## src/rtl/serial_reader_multi_if.sv

```systemverilog
// -----------------------------------------------------------------------------
// serial_reader_multi_if
//   Groups the request/handshake and device-facing signals of
//   serial_reader_multi.
//
//   Signals:
//     start        request one frame (taken only while the reader is idle)
//     auto_repeat  chain the next frame automatically at the end of the gap
//     data_in      serial data lines, one per channel (asynchronous)
//     latch        device load strobe
//     pulse        device shift clock
//     data_out     last completed frame, channel c at [c*BITS +: BITS]
//     valid        one-cycle strobe, data_out updated on the same edge
//     busy         reader is not idle
//
//   Modports:
//     master  the side that requests frames and drives the device data
//     slave   the reader itself
// -----------------------------------------------------------------------------
interface serial_reader_multi_if #(
  parameter int BITS     = 8,
  parameter int CHANNELS = 1
);
  logic                     start;
  logic                     auto_repeat;
  logic [CHANNELS-1:0]      data_in;
  logic                     latch;
  logic                     pulse;
  logic [CHANNELS*BITS-1:0] data_out;
  logic                     valid;
  logic                     busy;

  modport master (
    output start, auto_repeat, data_in,
    input  latch, pulse, data_out, valid, busy
  );

  modport slave (
    input  start, auto_repeat, data_in,
    output latch, pulse, data_out, valid, busy
  );
endinterface

```

## src/rtl/serial_reader_multi.sv

```systemverilog
// -----------------------------------------------------------------------------
// serial_reader_multi
//   Drives the latch/pulse strobe sequence of parallel-in/serial-out devices
//   and shifts in BITS bits on CHANNELS data lines at once. Each finished
//   frame is presented as one registered word with a one-cycle valid strobe.
//
//   Frame timing (one tick = DIV clk cycles):
//     LATCH 2 ticks -> SETTLE 1 tick (sample first bit)
//     -> (PULSE_HI 1 tick, PULSE_LO 1 tick, sample next bit) x (BITS-1)
//     -> GAP GAP_TICKS ticks -> IDLE, or straight back to LATCH when
//        auto_repeat is high at the end of the gap.
//
//   Ports:
//     clk    system clock, all logic on the rising edge
//     reset  synchronous, active-high reset
//     bus    serial_reader_multi_if slave modport (start, auto_repeat,
//            data_in, latch, pulse, data_out, valid, busy)
// -----------------------------------------------------------------------------
module serial_reader_multi #(
  parameter int BITS      = 8,
  parameter int CHANNELS  = 1,
  parameter int DIV       = 16,
  parameter int GAP_TICKS = 10
) (
  input  logic                 clk,
  input  logic                 reset,
  serial_reader_multi_if.slave bus
);

  localparam int CW       = $clog2(DIV);
  localparam int BW       = $clog2(BITS);
  localparam int PW       = (GAP_TICKS > 2) ? $clog2(GAP_TICKS) : 1;
  localparam int GAP_LAST = (GAP_TICKS > 0) ? GAP_TICKS - 1 : 0;

  localparam logic [CW-1:0] TICK_LAST = CW'(DIV - 1);
  localparam logic [BW-1:0] PAIR_LAST = BW'(BITS - 2);

  typedef enum logic [2:0] {
    S_IDLE,
    S_LATCH,
    S_SETTLE,
    S_PULSE_HI,
    S_PULSE_LO,
    S_GAP
  } state_t;

  state_t r_state;
  state_t w_state_next;

  logic [CW-1:0] r_tick_cnt;
  logic [PW-1:0] r_phase_cnt;   // ticks spent in LATCH or GAP
  logic [BW-1:0] r_pair_cnt;    // completed PULSE_HI/PULSE_LO pairs

  logic [CHANNELS-1:0] r_sync1;
  logic [CHANNELS-1:0] r_sync2;

  // Only BITS-1 bits need storing: the last bit of a frame goes straight
  // from the synchroniser into data_out.
  logic [BITS-2:0] r_shift [CHANNELS];
  logic [BITS-1:0] w_word  [CHANNELS];
  logic [CHANNELS*BITS-1:0] w_frame_word;

  logic                     r_latch;
  logic                     r_pulse;
  logic                     r_valid;
  logic                     r_busy;
  logic [CHANNELS*BITS-1:0] r_data_out;

  logic w_tick;
  logic w_sample;
  logic w_frame_done;
  logic w_enter_latch;
  logic w_latch_next;
  logic w_pulse_next;
  logic w_busy_next;

  assign w_tick        = (r_tick_cnt == TICK_LAST);
  assign w_sample      = w_tick && ((r_state == S_SETTLE) || (r_state == S_PULSE_LO));
  assign w_frame_done  = w_tick && (r_state == S_PULSE_LO) && (r_pair_cnt == PAIR_LAST);
  assign w_enter_latch = (w_state_next == S_LATCH) && (r_state != S_LATCH);

  // Per-channel word as it would look after shifting in the current sample.
  for (genvar gi = 0; gi < CHANNELS; gi++) begin : g_chan
    assign w_word[gi] = {r_shift[gi], r_sync2[gi]};
    assign w_frame_word[gi*BITS +: BITS] = w_word[gi];
  end

  // ---------------------------------------------------------------------------
  // FSM: state register
  // ---------------------------------------------------------------------------
  always_ff @(posedge clk) begin
    if (reset) begin
      r_state <= S_IDLE;
    end else begin
      r_state <= w_state_next;
    end
  end

  // ---------------------------------------------------------------------------
  // FSM: next-state logic
  // ---------------------------------------------------------------------------
  always_comb begin
    w_state_next = r_state;
    case (r_state)
      S_IDLE: begin
        if (bus.start) begin
          w_state_next = S_LATCH;
        end
      end
      S_LATCH: begin
        if (w_tick && (r_phase_cnt == PW'(1))) begin
          w_state_next = S_SETTLE;
        end
      end
      S_SETTLE: begin
        if (w_tick) begin
          w_state_next = S_PULSE_HI;
        end
      end
      S_PULSE_HI: begin
        if (w_tick) begin
          w_state_next = S_PULSE_LO;
        end
      end
      S_PULSE_LO: begin
        if (w_tick) begin
          if (r_pair_cnt != PAIR_LAST) begin
            w_state_next = S_PULSE_HI;
          end else if (GAP_TICKS != 0) begin
            w_state_next = S_GAP;
          end else begin
            // No gap: the repeat decision is taken on the completion edge.
            w_state_next = bus.auto_repeat ? S_LATCH : S_IDLE;
          end
        end
      end
      S_GAP: begin
        if (w_tick && (r_phase_cnt == PW'(GAP_LAST))) begin
          w_state_next = bus.auto_repeat ? S_LATCH : S_IDLE;
        end
      end
      default: w_state_next = S_IDLE;
    endcase
  end

  // ---------------------------------------------------------------------------
  // FSM: output decode (from the next state, so the strobes are registered
  // and change on the same edge as the state)
  // ---------------------------------------------------------------------------
  always_comb begin
    w_latch_next = (w_state_next == S_LATCH);
    w_pulse_next = (w_state_next == S_PULSE_HI);
    w_busy_next  = (w_state_next != S_IDLE);
  end

  // ---------------------------------------------------------------------------
  // Tick generator and phase/pair counters
  // ---------------------------------------------------------------------------
  always_ff @(posedge clk) begin
    if (reset) begin
      r_tick_cnt  <= '0;
      r_phase_cnt <= '0;
      r_pair_cnt  <= '0;
    end else begin
      if (w_enter_latch) begin
        r_tick_cnt <= '0;
      end else if (r_state != S_IDLE) begin
        r_tick_cnt <= w_tick ? '0 : r_tick_cnt + CW'(1);
      end

      if (r_state != w_state_next) begin
        r_phase_cnt <= '0;
      end else if (w_tick) begin
        r_phase_cnt <= r_phase_cnt + PW'(1);
      end

      if (w_enter_latch) begin
        r_pair_cnt <= '0;
      end else if (w_tick && (r_state == S_PULSE_LO)) begin
        r_pair_cnt <= r_pair_cnt + BW'(1);
      end
    end
  end

  // ---------------------------------------------------------------------------
  // Input synchronisers and shift registers
  // ---------------------------------------------------------------------------
  always_ff @(posedge clk) begin
    if (reset) begin
      r_sync1 <= '0;
      r_sync2 <= '0;
      for (int c = 0; c < CHANNELS; c++) begin
        r_shift[c] <= '0;
      end
    end else begin
      r_sync1 <= bus.data_in;
      r_sync2 <= r_sync1;
      if (w_sample) begin
        for (int c = 0; c < CHANNELS; c++) begin
          r_shift[c] <= w_word[c][BITS-2:0];
        end
      end
    end
  end

  // ---------------------------------------------------------------------------
  // Registered outputs
  // ---------------------------------------------------------------------------
  always_ff @(posedge clk) begin
    if (reset) begin
      r_latch    <= 1'b0;
      r_pulse    <= 1'b0;
      r_busy     <= 1'b0;
      r_valid    <= 1'b0;
      r_data_out <= '0;
    end else begin
      r_latch <= w_latch_next;
      r_pulse <= w_pulse_next;
      r_busy  <= w_busy_next;
      r_valid <= w_frame_done;
      if (w_frame_done) begin
        r_data_out <= w_frame_word;
      end
    end
  end

  assign bus.latch    = r_latch;
  assign bus.pulse    = r_pulse;
  assign bus.busy     = r_busy;
  assign bus.valid    = r_valid;
  assign bus.data_out = r_data_out;

endmodule

```

## src/flat_wrapper.sv

```systemverilog
// flat-port wrapper written by rule: the top's interface ports become plain ports
module serial_reader_multi_flat 
#(
  parameter int BITS      = 8,
  parameter int CHANNELS  = 1,
  parameter int DIV       = 16,
  parameter int GAP_TICKS = 10
)
  (clk, reset, bus_start, bus_auto_repeat, bus_data_in, bus_latch, bus_pulse, bus_data_out, bus_valid, bus_busy);
  serial_reader_multi_if #(.BITS(BITS), .CHANNELS(CHANNELS)) bus_i ();
  input  logic clk;
  input  logic reset;
  input wire logic [$bits(bus_i.start)-1:0] bus_start;
  input wire logic [$bits(bus_i.auto_repeat)-1:0] bus_auto_repeat;
  input wire logic [$bits(bus_i.data_in)-1:0] bus_data_in;
  output wire logic [$bits(bus_i.latch)-1:0] bus_latch;
  output wire logic [$bits(bus_i.pulse)-1:0] bus_pulse;
  output wire logic [$bits(bus_i.data_out)-1:0] bus_data_out;
  output wire logic [$bits(bus_i.valid)-1:0] bus_valid;
  output wire logic [$bits(bus_i.busy)-1:0] bus_busy;
  assign bus_i.start = bus_start;
  assign bus_i.auto_repeat = bus_auto_repeat;
  assign bus_i.data_in = bus_data_in;
  assign bus_latch = bus_i.latch;
  assign bus_pulse = bus_i.pulse;
  assign bus_data_out = bus_i.data_out;
  assign bus_valid = bus_i.valid;
  assign bus_busy = bus_i.busy;
  serial_reader_multi #(.BITS(BITS), .CHANNELS(CHANNELS), .DIV(DIV), .GAP_TICKS(GAP_TICKS)) u_core (.clk(clk), .reset(reset), .bus(bus_i));
endmodule
```

## config.mk

```make
export PLATFORM = sky130hd
export DESIGN_NAME = serial_reader_multi_flat
export DESIGN_NICKNAME = d
export VERILOG_FILES = /design/src/rtl/serial_reader_multi_if.sv /design/src/rtl/serial_reader_multi.sv /design/src/flat_wrapper.sv
export SDC_FILE = /design/constraint.sdc
export NUM_CORES = 1
export LEC_CHECK = 0
export BUFFER_PORTS_ARGS = -buffer_cell sky130_fd_sc_hd__buf_2
export CORE_ASPECT_RATIO = 2
export CORE_MARGIN = 8
export CORE_UTILIZATION = 41
export CTS_BUF_LIST = sky130_fd_sc_hd__clkbuf_16
export DETAILED_ROUTE_END_ITERATION = 8
export GPL_TIMING_DRIVEN = 0
export PLACE_DENSITY_LB_ADDON = 0.3
export SLEW_MARGIN = 20
export SYNTH_ARGS = -nofsm -noshare
export SYNTH_HDL_FRONTEND = slang
export SYNTH_SLANG_ARGS = --single-unit
```

## constraint.sdc

```tcl
create_clock -name clk -period 2.3 [get_ports clk]
set_input_delay 0.115 -clock clk [delete_from_list [all_inputs] [get_ports clk]]
set_output_delay 0.115 -clock clk [all_outputs]
set_load 0.005 [all_outputs]
```

==> results of run 1 <==
worst min-delay path by stage:
stage	end	depth (start not counted)	start
after global placement	u_core.r_sync1	2	bus_data_in
after detailed placement	u_core.r_sync1	2	bus_data_in
after global routing	u_core.r_sync1	2	bus_data_in
after floorplan	u_core.r_sync1	1	bus_data_in
after CTS	u_core.r_sync1	2	bus_data_in
final	u_core.r_sync1	2	bus_data_in
stage by stage:
| step | hold slack, ns | power, mW | std cells | util | setup slack [ns] |
|---|---|---|---|---|---|
| floorplan | 0.243 | 0.703 | 166 | - | 0.413 |
| global placement | 0.324 | 0.722 | 233 | 0.466 | 0.230 |
| detailed placement | 0.331 | 0.724 | 233 | 0.466 | 0.195 |
| CTS | 0.0498 | 1.46 | 241 | 0.509 | 0.162 |
| global route | 0.104 | 1.50 | 241 | 0.509 | 0.0445 |
| finish | 0.0524 | 1.45 | 241 | 0.509 | 0.174 |
synth_stat cells, drive strengths merged (4+ instances only):
cell type,number,area share
buf,7,0.029
nand2,9,0.020
a21oi,6,0.018
ha,5,0.038
mux2i,9,0.055
and2,9,0.034
dfxtp,28,0.34
nor3,11,0.040
nor2b,8,0.030
o21ai,6,0.018
edfxtp,7,0.13
xor2,4,0.021
nor2,18,0.046
flip-flops by register name (all words and copies together), names as in the netlist:
signal	count
u_core.r_pair_cnt	3
u_core.r_sync1	1
u_core.bus.latch	1
u_core.r_state	3
u_core.bus.pulse	1
u_core.bus.valid	1
u_core.r_sync2	1
u_core.r_shift	7
u_core.bus.data_out	8
u_core.bus.busy	1
u_core.r_tick_cnt	4
u_core.r_phase_cnt	4
per-layer routing:
layer | track usage | up-vias | routed length (um)
met4 | 0.0739 | 0 | 153
met2 | 0.227 | 37 | 1950
met1 | 0.110 | 606 | 1280
met3 | 0.0256 | 14 | 171
li1 | - | 631 | -
met5 | 0 | - | 0
power breakdown:
group          total [mW]  internal [mW]  switching [mW]
combinational      0.0656         0.0271          0.0385
sequential          0.645          0.638         0.00685
clock               0.739          0.504           0.234
total                1.45           1.17           0.280
logic make-up after synthesis:
| group | share of synthesized area |
|---|---|
| xor gates and xnor gates | 0.0319 |
| AOI/OAI and AO/OA | 0.131 |
| and+or+nand+nor | 0.235 |
| buffers and inverters | 0.0425 |
| adders and majority gates | 0.0380 |
| muxes | 0.0547 |
| DFF | 0.468 |
worst reg2reg max path, cell delays in order, from the launching register on:
cell,delay (ns)
dfxtp_1,0.34
ha_1,0.20
buf_2,0.17
and4b_1,0.20
buf_6,0.13
and3_1,0.14
a211o_1,0.34
nor3_4,0.34
nor3_1,0.11
final cells by class:
cell class,instances,area [um^2]
tap,51,63.8
timing repair buffer,16,80.1
multi-input combinational,118,807
inverter,3,11.3
fill,397,1890
clock inverter,3,38.8
clock buffer,5,125
sequential,35,771
buffer,10,58.8
==> flow_metrics.tcl, run 1 <==
set metrics [dict create \
    cts_hold_buf 0 \
    end_kind "flip-flop" \
    cts_resized 0 \
    cap_violations 0 \
    hold_viol_final 0 \
    die_area_um2 6430 \
    cp.required_ns 2.43 \
    worstReg2RegStart "u_core.r_tick_cnt[0]" \
    grt_pass1_wl_mm 6.14 \
    ys_ff_latch 35 \
    clk_pin_slew_worst_paths_ns 0.05 \
    async_reset_ff_frac 0 \
    finalSetupViolCount 0 \
    crit_end "u_core.r_tick_cnt[3]" \
    yosysSeqAreaShare 0.468 \
    period_minus_slack_ns 2.13 \
    p_leak_nw 0.786 \
    stdcell_area_um2 1960 \
    post-route-period-util 0.924 \
    crit_chain "ha_1, buf_2, and4b_1, buf_6, and3_1, a211o_1, nor3_4, nor3_1" \
    dr.first_iter.drc_count 31 \
    route.detailed.drc 0 \
    io_pins 17 \
    n_antenna_cell 0 \
    place.gp.congestion 0.988 \
    dp_hpwl_mm 2.71 \
    hold_class "in -> reg" \
    relSlewSlack 0.688 \
    cp.depth 8 \
    route.antenna.remaining_nets 0 \
    netlist_area_um2 1650 \
    layout-drive-gt1-share 0.189 \
    grt_overflow 0 \
    netlist-cell-type-count 43 \
    outcome "completed" \
    antenna_found_initial 0 \
    ff2ff_path_depth 8 \
    rsz0062_at_grt "no" \
    cts.sinks 35 \
    vias 1288 \
    io_buffers 16 \
    grt.total_usage 0.122 \
    mostFrequentLayoutCell "dfxtp_1" \
    final_cell_mix "28 x dfxtp_1, 21 x buf_2, 17 x nor2_1" \
    syn_to_final_growth_pct 18.7 \
    nets 199 \
    clock_latency_ns 0.27 \
    synth.avg_cell_area_um2 9.93 \
    wl_per_cell_um 14.7 \
    drtPass1Iterations 4 \
    synth_edf_count 7 \
    syn_nets 176 \
    p_per_area_nw_per_um2 741 \
    ys_warn_count 0 \
    synth_flop_cell "dfxtp_1" \
    vdd_drop_max_uv 401 \
    worstMarginPinSlew_ns 0.468 \
    setup-tns-final_ns 0 \
    slew_violations 0 \
    syn_inst 166 \
    crit_family "simple AND/OR/NAND/NOR gates" \
    max_freq_ghz 0.470 \
    coreArea_um2 3840 \
    skew_ns 0.00205 \
    place_area_um2 1790 \
    clockBufferDepth 2 \
    cp_num_buf_inv 2 \
    slowest_delay_ns 0.34 \
    ff2ff_setup_slack_ns 0.17 \
    dieHeight_um 106 \
    root_buffer "clkbuf_16" \
    cp_data_arrival_time_ns 2.26 \
    via_per_inst 5.34 \
    crit_path_start "u_core.r_tick_cnt[0]" \
    start_util 0.429 \
    numCtsBuffers 5 \
    rr_endpoint "u_core.r_tick_cnt[3]" \
    wl_mm 3.55 \
    cp-start-kind "flip-flop" \
    post_cts_buffers 0 \
    cp_slowest_cell "dfxtp_1" \
    row_count 32 \
    die_w_um 60.8 \
    h-tree-depth 2 \
    grt_start_max_net_pins 12 \
    crit_fanout 10 \
    grt_pass1_vias 1370 \
    cts_tree "built" \
    crit_type "reg -> reg" \
]
Note: power is estimated with default switching activity, not from simulation.
==> inputs of run 2 (changes only) <==
Settings changed: ABC_AREA set to 1, CTS_CLUSTER_DIAMETER set to 150.
==> flow_metrics.tcl, run 2 <==
set metrics [dict create \
    outcome "completed" \
    netlist_area_um2 1570 \
    finalSetupViolCount 0 \
    cap_violations 0 \
    clock_latency_ns 0.28 \
    grt.total_usage 0.106 \
    cts_tree "built" \
    synth.mux.area_fraction 0.00638 \
    ys_warn_count 0 \
    p_leak_nw 0.859 \
    clockBufferDepth 2 \
    vias 1240 \
    root_buffer "clkbuf_16" \
    start_util 0.417 \
    die_area_um2 6180 \
    rsz0062_at_grt "no" \
    ff2ff_setup_slack_ns 0.54 \
    fillers 390 \
    yosysSeqAreaShare 0.491 \
    worstReg2RegStart "u_core.r_tick_cnt[0]" \
    grt_pass1_vias 1151 \
    antenna_found_initial 0 \
    worstMarginPinSlew_ns 0.403 \
    die_w_um 59.7 \
    wl_per_cell_um 10.9 \
    hold_start "bus_data_in" \
    whs_ns 0.0514 \
    post_cts_buffers 0 \
    cts_resized 0 \
    end_kind "flip-flop" \
    hold_viol_final 0 \
    clk_pin_slew_worst_paths_ns 0.05 \
    wl_mm 2.94 \
    cp.required_ns 2.46 \
    netlist-cell-type-count 28 \
    synth_flop_cell "dfxtp_1" \
    syn_to_final_growth_pct 19.9 \
    ys_ff_latch 35 \
    rr_endpoint "u_core.r_tick_cnt[0]" \
    period_minus_slack_ns 1.76 \
    cts.sinks 35 \
    io_pins 17 \
    dr.first_iter.drc_count 50 \
    crit_fanout 9 \
    post-synth-top-area-fraction 0.357 \
    async_reset_ff_frac 0 \
    route.detailed.drc 0 \
    ff2ff_path_depth 10 \
    vdd_drop_max_uv 657 \
    nets 228 \
    hold_end "u_core.r_sync1" \
    synth_fa_ha_area_frac 0.0399 \
    stdcell_area_um2 1880 \
    n_antenna_cell 0 \
    setup-tns-final_ns 0 \
    cts_hold_buf 0 \
    max_freq_ghz 0.568 \
    grt_pass1_wl_mm 4.97 \
    io_buffers 16 \
    grt_start_max_net_pins 13 \
    h-tree-depth 2 \
    synth_top_family_by_area "simple AND/OR/NAND/NOR gates" \
    synth_edf_count 7 \
    grt_overflow 0 \
    layout-drive-gt1-share 0.187 \
    netlist_top_cells_count "41 x nor2_1, 28 x dfxtp_1, 27 x inv_1" \
    cp-start-kind "flip-flop" \
    holdPathStages 3 \
    final_cell_mix "41 x nor2_1, 28 x dfxtp_1, 27 x inv_1" \
    place.gp.congestion 0.786 \
    drtPass1Iterations 4 \
    synth_compound_area_frac 0.0837 \
    largest_reg_flops 8 \
    synth_most_common_cell "nor2_1" \
    synth_xor_area_frac 0.0279 \
    relSlewSlack 0.731 \
    dieHeight_um 103 \
    numCtsBuffers 5 \
    register_area_um2 771 \
    route.antenna.remaining_nets 0 \
    slew_violations 0 \
    dp_hpwl_mm 2.13 \
    syn_nets 205 \
    post-route-period-util 0.765 \
    row_count 32 \
    synthTopCellsByArea "dfxtp_1 36%, edfxtp_1 13%, nor2_1 9.8%" \
    mostFrequentLayoutCell "nor2_1" \
    synth_simple_gate_area_frac 0.271 \
    multi_input_area_um2 673 \
    place_area_um2 1710 \
    coreArea_um2 3760 \
    skew_ns 0.00633 \
    power_mw 1.46 \
    p_per_area_nw_per_um2 778 \
    cp_data_arrival_time_ns 1.92 \
    synth.avg_cell_area_um2 8.05 \
    hold_class "in -> reg" \
    crit_type "reg -> reg" \
    post-synth-top-area-cell "dfxtp_1" \
    via_per_inst 4.59 \
    syn_inst 195 \
]
run 2: cell types whose count changed after synthesis, sizes merged, moves of 3 or more:
cell    previous run  this run
a211oi             3         0
a21oi              6        12
and2               9         0
buf                7         1
inv                3        29
mux2i              9         1
nand2              9        29
nand3              3         7
nor2              18        47
nor2b              8         0
nor3              11         4
o21ai              6        13
run 2: worst max path at each step:
stage                                     from  slack, ns                    to  cells past startpoint
final                     u_core.r_tick_cnt[0]       0.54  u_core.r_tick_cnt[0]                     10
after global routing      u_core.r_tick_cnt[0]       0.35  u_core.r_tick_cnt[0]                     10
after CTS                 u_core.r_tick_cnt[0]       0.52  u_core.r_pair_cnt[2]                     10
after detailed placement  u_core.r_tick_cnt[0]       0.53  u_core.r_tick_cnt[0]                     10
after global placement    u_core.r_tick_cnt[0]       0.56  u_core.r_tick_cnt[3]                     10
after floorplan           u_core.r_tick_cnt[0]       0.79  u_core.r_tick_cnt[3]                     10
run 2: logic make-up (layout without fill, tap and decap cells):
family / after synthesis / in the layout
mux: 1 / 1
buf+inv: 32 / 56
compound gates: 26 / 26
fa+ha+maj: 5 / 5
flops: 35 / 35
simple gates: 91 / 91
xor+xnor: 5 / 5
run 2: layout make-up:
| cell class | count | area share |
|---|---|---|
| Buffer | 3 | 0.00864 |
| Clock buffer | 5 | 0.0665 |
| Clock inverter | 3 | 0.0233 |
| Inverter | 29 | 0.0578 |
| Multi-Input combinational cell | 128 | 0.358 |
| Sequential cell | 35 | 0.410 |
| Tap cell | 51 | 0.0339 |
| Timing Repair Buffer | 16 | 0.0426 |
run 2: report_power, final:
part / internal [mW] / switching [mW] / leakage, nW / total [mW]
sequential: 0.637 / 0.00553 / 0.299 / 0.643
clock: 0.510 / 0.248 / 0.0838 / 0.759
combinational: 0.0211 / 0.0408 / 0.476 / 0.0618
total: 1.17 / 0.295 / 0.859 / 1.46
run 2: through the flow:
step / setup slack (ns) / cells / util
final: 0.540 / 270 / 0.500
after global routing: 0.355 / 270 / 0.500
after CTS: 0.523 / 270 / 0.500
after detailed placement: 0.534 / 262 / 0.455
after global placement: 0.563 / 262 / 0.455
after floorplan: 0.785 / 195 / -
run 2: critical path: stages (launching register included):
cell and delay (ns):
dfxtp_1 0.36, ha_1 0.23, nand2_2 0.12, nor2_8 0.19
nand2_2 0.07, nand2_1 0.07, nand2_1 0.08, nor2_2 0.17
nand4_1 0.14, nand2_2 0.16, nor2_1 0.05
run 2: per-layer routing:
metal	wire length (um)	part of all wire	GRT usage
met4	53	0.018	0.0444
met2	1370	0.47	0.168
met1	1370	0.47	0.126
met3	145	0.049	0.0347
met5	0	0	0
==> inputs of run 3 (changes only) <==
Clock period 2.3 ns to 1.62 ns, I/O delays scaled along.
==> flow_metrics.tcl, run 3 (synthesis gave the netlist of run 2 again) <==
set metrics [dict create \
    outcome "completed" \
    start_util 0.417 \
    worstMarginPinSlew_ns 0.414 \
    clock_latency_ns 0.28 \
    coreArea_um2 3760 \
    crit_fanout 9 \
    grt_pass1_wl_mm 5.26 \
    end_kind "flip-flop" \
    rr_endpoint "u_core.r_tick_cnt[1]" \
    ff2ff_path_depth 7 \
    period_minus_slack_ns 1.56 \
    final_cells 278 \
    dp_cells 262 \
    place_area_um2 1710 \
    rsz0062_at_grt "yes" \
    route.detailed.drc 0 \
    die_w_um 59.7 \
    stdcell_area_um2 2040 \
    crit_family "simple AND/OR/NAND/NOR gates" \
    cts.sinks 35 \
    relSlewSlack 0.723 \
    cp_data_arrival_time_ns 1.77 \
    numCtsBuffers 5 \
    dr.first_iter.drc_count 65 \
    grt_pass1_vias 1189 \
    wl_mm 3.33 \
    root_buffer "clkbuf_16" \
    mostFrequentLayoutCell "nor2_1" \
    crit_chain "ha_4, nand3_4, o21ai_1, nand4_4, nand4_1, nand2_4, nor2_1" \
    worstReg2RegStart "u_core.r_tick_cnt[0]" \
    route.antenna.remaining_nets 0 \
    wl_per_cell_um 12.0 \
    io_buffers 16 \
    drtPass1Iterations 5 \
    grt_start_max_net_pins 13 \
    syn_to_final_growth_pct 29.8 \
    skew_ns 0.00616 \
    clk_pin_slew_worst_paths_ns 0.05 \
    cts_tree "built" \
    cp-start-kind "flip-flop" \
    hold_start "bus_data_in" \
    ff2ff_setup_slack_ns 0.06 \
    io_pins 17 \
    final_cell_mix "39 x nor2_1, 27 x inv_1, 21 x dfxtp_1" \
    via_per_inst 4.71 \
    cp_num_buf_inv 0 \
    row_count 32 \
    n_antenna_cell 0 \
    nets 236 \
    antenna_found_initial 0 \
    whs_ns 0.0175 \
    max_freq_ghz 0.639 \
    crit_type "reg -> reg" \
    p_per_area_nw_per_um2 1030 \
    clockBufferDepth 2 \
    h-tree-depth 2 \
    holdPathStages 3 \
    vdd_drop_max_uv 931 \
    cp.required_ns 1.83 \
    slew_violations 0 \
    grt_overflow 0 \
    dp_hpwl_mm 2.13 \
    hold_class "in -> reg" \
    place.gp.congestion 0.786 \
    vias 1309 \
    dieHeight_um 103 \
    p_leak_nw 0.928 \
    cp_slowest_cell "dfxtp_2" \
    slowest_delay_ns 0.34 \
    grt.total_usage 0.113 \
    largest_reg_flops 8 \
    cap_violations 0 \
    hold_viol_final 0 \
    layout-drive-gt1-share 0.291 \
    finalSetupViolCount 0 \
    die_area_um2 6180 \
    hold_end "u_core.r_sync1" \
    post-route-period-util 0.965 \
]
## run 3: how the worst max path moves through the flow
stage	startpoint	to	slack [ns]	cells after the start
after floorplan	u_core.r_tick_cnt[0]	u_core.r_tick_cnt[3]	0.11	10
after global placement	u_core.r_tick_cnt[0]	u_core.r_tick_cnt[3]	-0.12	10
after detailed placement	u_core.r_tick_cnt[0]	u_core.r_tick_cnt[0]	-0.15	10
after CTS	u_core.r_tick_cnt[1]	u_core.r_tick_cnt[0]	0.02	10
after global routing	u_core.r_tick_cnt[0]	u_core.r_pair_cnt[0]	-0.04	7
final	u_core.r_tick_cnt[0]	u_core.r_tick_cnt[1]	0.06	7
## run 3: metal layers
layer | GRT usage | vias up | share of wire
li1 | - | 678 | -
met1 | 0.127 | 594 | 0.43
met2 | 0.190 | 32 | 0.50
met3 | 0.0347 | 5 | 0.050
met4 | 0.0444 | 0 | 0.016
met5 | 0 | - | 0
## run 3: final cells by class
class / count / area (um^2)
clock buffer: 5 / 125
clock inverter: 3 / 43.8
buffer: 3 / 20.0
multi-input combinational: 128 / 756
sequential: 35 / 779
tap: 51 / 63.8
fill: 364 / 1730
timing repair buffer: 24 / 140
inverter: 29 / 109
## run 3: worst min-delay path: stages
cell and delay (ns):
buf_2 0.08, inv_1 0.03, nor2_1 0.07
## run 3: report_power, final
part	internal (mW)	switching (mW)	leakage, nW
clock network	0.724	0.356	0.0838
registers	0.906	0.00797	0.302
logic	0.0374	0.0674	0.542
## run 3: metrics by stage
step	util	setup slack, ns	power [mW]	setup TNS [ns]
global placement	0.455	-0.117	1.02	-1.08
CTS	0.515	0.0212	2.11	0
finish	0.541	0.0561	2.10	0
floorplan	-	0.105	0.992	0
detailed placement	0.455	-0.146	1.02	-1.33
global route	0.541	-0.0409	2.18	-0.210
## run 3: what timing repair did
action	CTS	global route
resized for setup	8	20
hold buffers	0	0
setup endpoints to repair	21	11
pin swaps	7	6
gates cloned	0	0
buffers inserted	4	5
